<file path="src/rtl/cpu_trace_pkg.sv">
// Shared definitions for the trace character stream: ASCII constants, FSM
// state encoding, nibble-to-hex helper and the time saturation limit.
package cpu_trace_pkg;

  localparam logic [7:0] ChNul    = 8'h00;
  localparam logic [7:0] ChCaret  = 8'h5e;  // '^'
  localparam logic [7:0] ChAt     = 8'h40;  // '@'
  localparam logic [7:0] ChColon  = 8'h3a;  // ':'
  localparam logic [7:0] ChSpace  = 8'h20;  // ' '
  localparam logic [7:0] ChDollar = 8'h24;  // '$'
  localparam logic [7:0] ChStar   = 8'h2a;  // '*'
  localparam logic [7:0] ChLt     = 8'h3c;  // '<'
  localparam logic [7:0] ChEq     = 8'h3d;  // '='
  localparam logic [7:0] ChHash   = 8'h23;  // '#'

  // Largest time stamp that fits in four decimal digits.
  localparam int unsigned TimeSat = 9999;

  typedef enum logic [3:0] {
    StIdle, StCaret, StTime, StAt, StPc, StColon, StSp1, StSigil,
    StOpnd, StSp2, StLt, StEq, StSp3, StData, StHash
  } state_e;

  // Lowercase hex digit for one nibble.
  function automatic logic [7:0] hex2ascii(input logic [3:0] nib);
    if (nib < 4'd10) begin
      return 8'h30 + {4'h0, nib};
    end else begin
      return 8'h57 + {4'h0, nib};
    end
  endfunction

endpackage

</file>
<file path="src/rtl/trace_bin2bcd.sv">
// Combinational double-dabble: TIME_W-bit binary to four BCD digits.
// The caller saturates the input so the value always fits in 16 BCD bits.
module trace_bin2bcd #(
  parameter int unsigned TIME_W = 14
) (
  input  logic [TIME_W-1:0] bin_i,
  output logic [15:0]       bcd_o
);

  logic [TIME_W+15:0] scratch;

  // Shift-and-add-3 over every input bit, BCD digits above the binary field.
  always_comb begin
    scratch = '0;
    scratch[TIME_W-1:0] = bin_i;
    for (int i = 0; i < int'(TIME_W); i++) begin
      for (int d = 0; d < 4; d++) begin
        if (scratch[int'(TIME_W) + 4*d +: 4] >= 4'd5) begin
          scratch[int'(TIME_W) + 4*d +: 4] = scratch[int'(TIME_W) + 4*d +: 4] + 4'd3;
        end
      end
      scratch = scratch << 1;
    end
  end

  assign bcd_o = scratch[TIME_W +: 16];

endmodule

</file>
<file path="src/rtl/cpu_trace_serializer.sv">
// Serialises one write-back record per handshake into an ASCII character
// stream, one character per clock:
//   "^<time>@<pc>: $<grf> <= <data>#"  or  "^<time>@<pc>: *<addr> <= <data>#"
// Define CPU_TRACE_ZPAD_EN to zero-pad time to 4 digits and grf to 2 digits.
module cpu_trace_serializer
  import cpu_trace_pkg::*;
#(
  parameter int unsigned TIME_W = 14
) (
  input  logic              clk,
  input  logic              reset,
  input  logic              in_valid_i,
  output logic              in_ready_o,
  input  logic              in_kind_i,
  input  logic [TIME_W-1:0] in_time_i,
  input  logic [31:0]       in_pc_i,
  input  logic [4:0]        in_grf_i,
  input  logic [31:0]       in_addr_i,
  input  logic [31:0]       in_data_i,
  output logic [7:0]        char_out_o,
  output logic              char_valid_o,
  output logic              rec_done_o
);

`ifdef CPU_TRACE_ZPAD_EN
  localparam bit ZPad = 1'b1;
`else
  localparam bit ZPad = 1'b0;
`endif

  state_e      state_q, state_d;
  logic [2:0]  cnt_q, cnt_d;
  logic [7:0]  char_q, char_d;
  logic        valid_q, valid_d;
  logic        done_q, done_d;

  logic        kind_q;
  logic [15:0] tbcd_q;
  logic [31:0] pc_q, addr_q, data_q;
  logic [1:0]  gtens_q;
  logic [3:0]  gunits_q;

  logic              accept;
  logic [TIME_W-1:0] time_sat;
  logic [15:0]       time_bcd;
  logic [1:0]        gtens;
  logic [3:0]        gunits;
  logic [2:0]        tstart, gstart;

  assign in_ready_o = (state_q == StIdle) || (state_q == StHash);
  assign accept     = in_valid_i && in_ready_o;

  // Clamp the time stamp before conversion so four BCD digits always suffice.
  always_comb begin
    if (32'(in_time_i) > TimeSat) begin
      time_sat = TIME_W'(TimeSat);
    end else begin
      time_sat = in_time_i;
    end
  end

  trace_bin2bcd #(
    .TIME_W (TIME_W)
  ) u_bin2bcd (
    .bin_i (time_sat),
    .bcd_o (time_bcd)
  );

  // Register number to tens/units by range compare (0..31).
  always_comb begin
    if (in_grf_i >= 5'd30) begin
      gtens  = 2'd3;
      gunits = 4'(in_grf_i - 5'd30);
    end else if (in_grf_i >= 5'd20) begin
      gtens  = 2'd2;
      gunits = 4'(in_grf_i - 5'd20);
    end else if (in_grf_i >= 5'd10) begin
      gtens  = 2'd1;
      gunits = 4'(in_grf_i - 5'd10);
    end else begin
      gtens  = 2'd0;
      gunits = in_grf_i[3:0];
    end
  end

  // First digit index to emit: skips leading zeros unless padding is enabled.
  always_comb begin
    if (ZPad || tbcd_q[15:12] != 4'd0) begin
      tstart = 3'd3;
    end else if (tbcd_q[11:8] != 4'd0) begin
      tstart = 3'd2;
    end else if (tbcd_q[7:4] != 4'd0) begin
      tstart = 3'd1;
    end else begin
      tstart = 3'd0;
    end
    gstart = (ZPad || gtens_q != 2'd0) ? 3'd1 : 3'd0;
  end

  // Next state and digit counter; multi-digit fields count down to zero.
  always_comb begin
    state_d = state_q;
    cnt_d   = cnt_q;
    unique case (state_q)
      StIdle:  if (accept) state_d = StCaret;
      StCaret: begin
        state_d = StTime;
        cnt_d   = tstart;
      end
      StTime:  if (cnt_q == 3'd0) state_d = StAt; else cnt_d = cnt_q - 3'd1;
      StAt: begin
        state_d = StPc;
        cnt_d   = 3'd7;
      end
      StPc:    if (cnt_q == 3'd0) state_d = StColon; else cnt_d = cnt_q - 3'd1;
      StColon: state_d = StSp1;
      StSp1:   state_d = StSigil;
      StSigil: begin
        state_d = StOpnd;
        cnt_d   = kind_q ? 3'd7 : gstart;
      end
      StOpnd:  if (cnt_q == 3'd0) state_d = StSp2; else cnt_d = cnt_q - 3'd1;
      StSp2:   state_d = StLt;
      StLt:    state_d = StEq;
      StEq:    state_d = StSp3;
      StSp3: begin
        state_d = StData;
        cnt_d   = 3'd7;
      end
      StData:  if (cnt_q == 3'd0) state_d = StHash; else cnt_d = cnt_q - 3'd1;
      StHash:  state_d = accept ? StCaret : StIdle;
      default: state_d = StIdle;
    endcase
  end

  // Character for the state being entered, so char_out lines up with state_q.
  always_comb begin
    char_d  = ChNul;
    valid_d = 1'b1;
    unique case (state_d)
      StIdle:  valid_d = 1'b0;
      StCaret: char_d = ChCaret;
      StTime:  char_d = hex2ascii(tbcd_q[{cnt_d[1:0], 2'b00} +: 4]);
      StAt:    char_d = ChAt;
      StPc:    char_d = hex2ascii(pc_q[{cnt_d, 2'b00} +: 4]);
      StColon: char_d = ChColon;
      StSp1:   char_d = ChSpace;
      StSigil: char_d = kind_q ? ChStar : ChDollar;
      StOpnd: begin
        if (kind_q) begin
          char_d = hex2ascii(addr_q[{cnt_d, 2'b00} +: 4]);
        end else if (cnt_d[0]) begin
          char_d = hex2ascii({2'b00, gtens_q});
        end else begin
          char_d = hex2ascii(gunits_q);
        end
      end
      StSp2:   char_d = ChSpace;
      StLt:    char_d = ChLt;
      StEq:    char_d = ChEq;
      StSp3:   char_d = ChSpace;
      StData:  char_d = hex2ascii(data_q[{cnt_d, 2'b00} +: 4]);
      StHash:  char_d = ChHash;
      default: valid_d = 1'b0;
    endcase
    done_d = (state_d == StHash);
  end

  // State, registered outputs and captured record fields.
  always_ff @(posedge clk) begin
    if (reset) begin
      state_q  <= StIdle;
      cnt_q    <= 3'd0;
      char_q   <= ChNul;
      valid_q  <= 1'b0;
      done_q   <= 1'b0;
      kind_q   <= 1'b0;
      tbcd_q   <= 16'd0;
      pc_q     <= 32'd0;
      addr_q   <= 32'd0;
      data_q   <= 32'd0;
      gtens_q  <= 2'd0;
      gunits_q <= 4'd0;
    end else begin
      state_q <= state_d;
      cnt_q   <= cnt_d;
      char_q  <= char_d;
      valid_q <= valid_d;
      done_q  <= done_d;
      if (accept) begin
        kind_q   <= in_kind_i;
        tbcd_q   <= time_bcd;
        pc_q     <= in_pc_i;
        addr_q   <= in_addr_i;
        data_q   <= in_data_i;
        gtens_q  <= gtens;
        gunits_q <= gunits;
      end
    end
  end

  assign char_out_o   = char_q;
  assign char_valid_o = valid_q;
  assign rec_done_o   = done_q;

endmodule
</file>
<file path="config.mk">
export PLATFORM = sky130hd
export DESIGN_NAME = cpu_trace_serializer
export DESIGN_NICKNAME = d
export VERILOG_FILES = /design/src/rtl/cpu_trace_pkg.sv /design/src/rtl/trace_bin2bcd.sv /design/src/rtl/cpu_trace_serializer.sv
export SDC_FILE = /design/constraint.sdc
export NUM_CORES = 1
export LEC_CHECK = 0
export BUFFER_PORTS_ARGS = -buffer_cell sky130_fd_sc_hd__buf_2
export CAP_MARGIN = 20
export CORE_MARGIN = 2
export CORE_UTILIZATION = 38
export CTS_CLUSTER_DIAMETER = 50
export DETAILED_ROUTE_END_ITERATION = 6
export GPL_TIMING_DRIVEN = 0
export PLACE_DENSITY = 0.62
export SYNTH_ARGS = -nofsm -noshare
export SYNTH_HDL_FRONTEND = slang
export SYNTH_SLANG_ARGS = --single-unit
</file>
<file path="constraint.sdc">
create_clock -name clk -period 13.03 [get_ports clk]
set_input_delay 1.303 -clock clk [delete_from_list [all_inputs] [get_ports clk]]
set_output_delay 1.303 -clock clk [all_outputs]
set_load 0.1 [all_outputs]
</file>
==> summary.md <==
| Metric | Value |
|---|---|
| Fill cells | 2927 |
| GP Congestion | 0.915 |
| Layout Utilization | 44.6% |
| Critical path peak fanout | 10 |
| CTS H-tree depth | 4 |
| Worst path max stage delay | 500 ps |
| Tot GR Track Use | 22.1% |
| Fin worst setup slack | 1560 ps |
| CP required | 13390 ps |
| Met2 WL post-DR | 15200 µm |
| Setup crit start kind | input pin |
| Beginning of the critical path | in_time_i[13] |
| R2R Path End | char_out_o[2]$_SDFF_PP0_ |
| Die boundary width | 171 µm |
| Fmax | 87.2 MHz |
| DR WL/cell | 16.5 µm |
| Final HPWL DP | 25100 µm |
| Clk root buf | clkbuf_16 |
| Measured slew at the worst slew-check pin | 1120 ps |
| Via/cell ratio | 5.55 |
| Worst r2r src | state_q[3]$_SDFF_PP0_ |
| Area Overhead vs Synth | 16.2% |
| DR pass1 iterations | 6 |
| Worst skew pair latency | 430 ps |
| Final nets | 1763 |
| Starting DRC count in detailed routing | 917 |
| Post-synth EDFFs | 0 |
| Max Cap Viol | 0 |
| Netlist cell types | 104 |
| Num CTS Buffers | 17 |
| Die area | 0.0293 mm² |
| Slew margin rel. | 25.2% |
| Vias in the first global route | 10103 |
| Post-route ant nets | 0 |
| Setup violators final | 0 |
| Final cycle utilization of the critical path | 88.0% |
| CP dominant cell by count | ha_1 |
| Dpl cell area | 0.0117 mm² |
| Max clock buf depth | 2 |
| Buffers on Ports | 125 |
| Synth Register Bits | 135 |
| WP data arrival | 11820 ps |
| Asr flop ratio synth | 0% |
| Quantity of hold-fixing buffers added after cts | 0 |
| Drc violations | 0 |
| Metal3 WL | 1960 µm |
| Ys Warns | 0 |
| CTS tree | done |
| Routed via count | 11073 |
| Clock Pin Slew Worst Setup and Hold Paths | 60 ps |
| Fin area | 0.0123 mm² |
| Diodes inserted | 0 |
| Total Wirelength | 32900 µm |
| Kind of critical path | in2reg |
| IO Count | 130 |
| Global-route wire length before repair | 52000 µm |
| Uppermost layer routed | met5 |
| Fin. Hold Viols | 0 |
| Mapped Avg Cell Area | 7.28 µm² |
| Pins Over Slew Limit | 0 |
| Worst min-delay path class | reg2reg |
| Synth Flop Type | dfxtp_1 |
| Setup_tns | 0 ps |
| Mapped Area | 0.0106 mm² |
| Fin crit period | 11470 ps |
| Setup Slack @ Placement | 1200 ps |
| DRT met1 WL | 15200 µm |
| Post-CTS setup-driven buffer insertion count | 0 |
| Layout cells sized above 1 | 16.4% |
| Status | finished, final reports clean |
| DIE HEIGHT | 171 µm |
| RSZ-0062 raised after global routing | no |
| Largest net degree at the start of global routing | 17 |
| Initial antenna violation count | 1 |
| Crit. End Element | register |
| PostCTS Resize Cnt | 0 |
| Sequential cell area fraction in the yosys report | 25.5% |
| CP max stage cell | o31ai_1 |
| Total core area | 0.0276 mm² |
| CTS Sinks | 135 |
| Worst R2R Path Depth | 20 |
| Row cnt | 61 |
| Reg2reg setup slack | 6900 ps |
| Mapped Cells | 1457 |
| Setup Skew | 9.66 ps |
| Initial Utilization | 38.4% |
| Worst setup endpoint | tbcd_q[14]$_SDFFE_PP0P_ |
| Grt ovf | 0 |
==> per-stage QoR <==
step | hold WS [ps] | cells
2_1_floorplan | 432 | 1460
3_3_place_gp | 438 | 1963
3_5_place_dp | 446 | 1963
4_1_cts | 455 | 1995
5_1_grt | 469 | 1995
6_report | 454 | 1995
==> final cells by class <==
| cell class | count | area [µm²] | area share [%] |
|---|---|---|---|
| inverter | 57 | 214 | 1.74 |
| sequential | 135 | 2700 | 21.9 |
| tap | 378 | 473 | 3.84 |
| timing repair buffer | 125 | 626 | 5.07 |
| buffer | 86 | 352 | 2.85 |
| multi-input combinational | 1182 | 7350 | 59.6 |
| clock buffer | 17 | 425 | 3.45 |
| clock inverter | 15 | 183 | 1.48 |
==> cells by family after synthesis <==
logic type	count (synthesis)	synth area share, %
other cells	1	0.0353
xor+xnor	30	3.35
buf+inv	143	5.33
fa+ha+maj	41	4.82
compound gates	468	29.0
simple gates	563	24.3
mux	76	7.68
flops	135	25.5
==> state kept, by name (all words and copies together), names as in the netlist, 3 cells and up <==
signal and count:
addr_q 32, tbcd_q 16, pc_q 32, data_q 32, gunits_q 4, state_q 4, char_out_o 7, cnt_q 3
==> synth_stat cells (5+ instances only) <==
master | number | area (µm²)
nor3_1 | 44 | 220
o31ai_1 | 12 | 90.1
nor2b_1 | 15 | 93.8
xor2_1 | 7 | 61.3
inv_1 | 48 | 180
nand2_1 | 293 | 1100
nor4_1 | 8 | 50.1
inv_2 | 7 | 26.3
and2_1 | 15 | 93.8
nand4_1 | 6 | 37.5
buf_2 | 5 | 25.0
a221oi_1 | 8 | 70.1
and3_1 | 6 | 37.5
a21o_1 | 6 | 45.0
o21ai_1 | 9 | 45.0
or3_1 | 6 | 37.5
nand3b_1 | 8 | 60.1
o211ai_1 | 22 | 165
a21boi_0 | 7 | 52.6
or2_2 | 5 | 31.3
xnor2_1 | 16 | 140
o21ai_0 | 76 | 380
a31oi_1 | 16 | 100
ha_1 | 40 | 500
a211o_1 | 6 | 52.6
dfxtp_1 | 135 | 2700
a211oi_1 | 22 | 165
a21oi_1 | 181 | 906
nand3_1 | 18 | 90.1
nor2_1 | 92 | 345
a311oi_1 | 10 | 87.6
clkbuf_1 | 73 | 274
mux2i_1 | 39 | 390
mux2_2 | 33 | 372
nand2b_1 | 19 | 119
o21a_1 | 9 | 67.6
==> layout by cell type (no fill, tap or decap), drive strengths merged, types with 9 or more instances in the layout <==
master  count
a211oi     25
a21boi     10
a21oi     185
a311oi     10
a31oi      17
and2       15
buf       138
clkbuf     90
dfxtp     135
ha         40
inv        62
mux2       34
mux2i      42
nand2     294
nand2b     19
nand3      18
nor2       96
nor2b      15
nor3       47
nor4        9
o211ai     23
o21a        9
o21ai      89
o31ai      13
or2        10
xnor2      20
xor2        9
==> how the worst min path moves through the flow <==
stage	start	endpoint	slack (ps)	depth (start not counted)
2_1_floorplan	data_q[20]$_SDFFE_PP0P_	data_q[20]$_SDFFE_PP0P_	430	2
3_3_place_gp	data_q[4]$_SDFFE_PP0P_	data_q[4]$_SDFFE_PP0P_	440	2
3_5_place_dp	pc_q[5]$_SDFFE_PP0P_	pc_q[5]$_SDFFE_PP0P_	450	2
4_1_cts	addr_q[21]$_SDFFE_PP0P_	addr_q[21]$_SDFFE_PP0P_	450	2
5_1_grt	pc_q[1]$_SDFFE_PP0P_	pc_q[1]$_SDFFE_PP0P_	470	2
6_report	addr_q[9]$_SDFFE_PP0P_	addr_q[9]$_SDFFE_PP0P_	450	2
==> metal layers <==
layer	track usage, %	up-vias
met3	3.84	41
met5	0	-
met4	4.75	2
met1	30.6	5200
li1	-	5506
met2	36.0	324
==> critical path: cells and delay by family <==
| family | cells | cell delay, ps |
|---|---|---|
| adder cells (fa/ha/maj) | 9 | 2050 |
| XOR/XNOR | 3 | 670 |
| buffers and inverters | 10 | 1220 |
| multiplexers | 3 | 1150 |
| AO/OA/AOI/OAI | 15 | 3170 |
| AND/OR/NAND/NOR | 13 | 2300 |
Power is left out: the tool's default activity adds up to more than one toggle a clock period on the data nets, which glitch-free logic cannot reach.
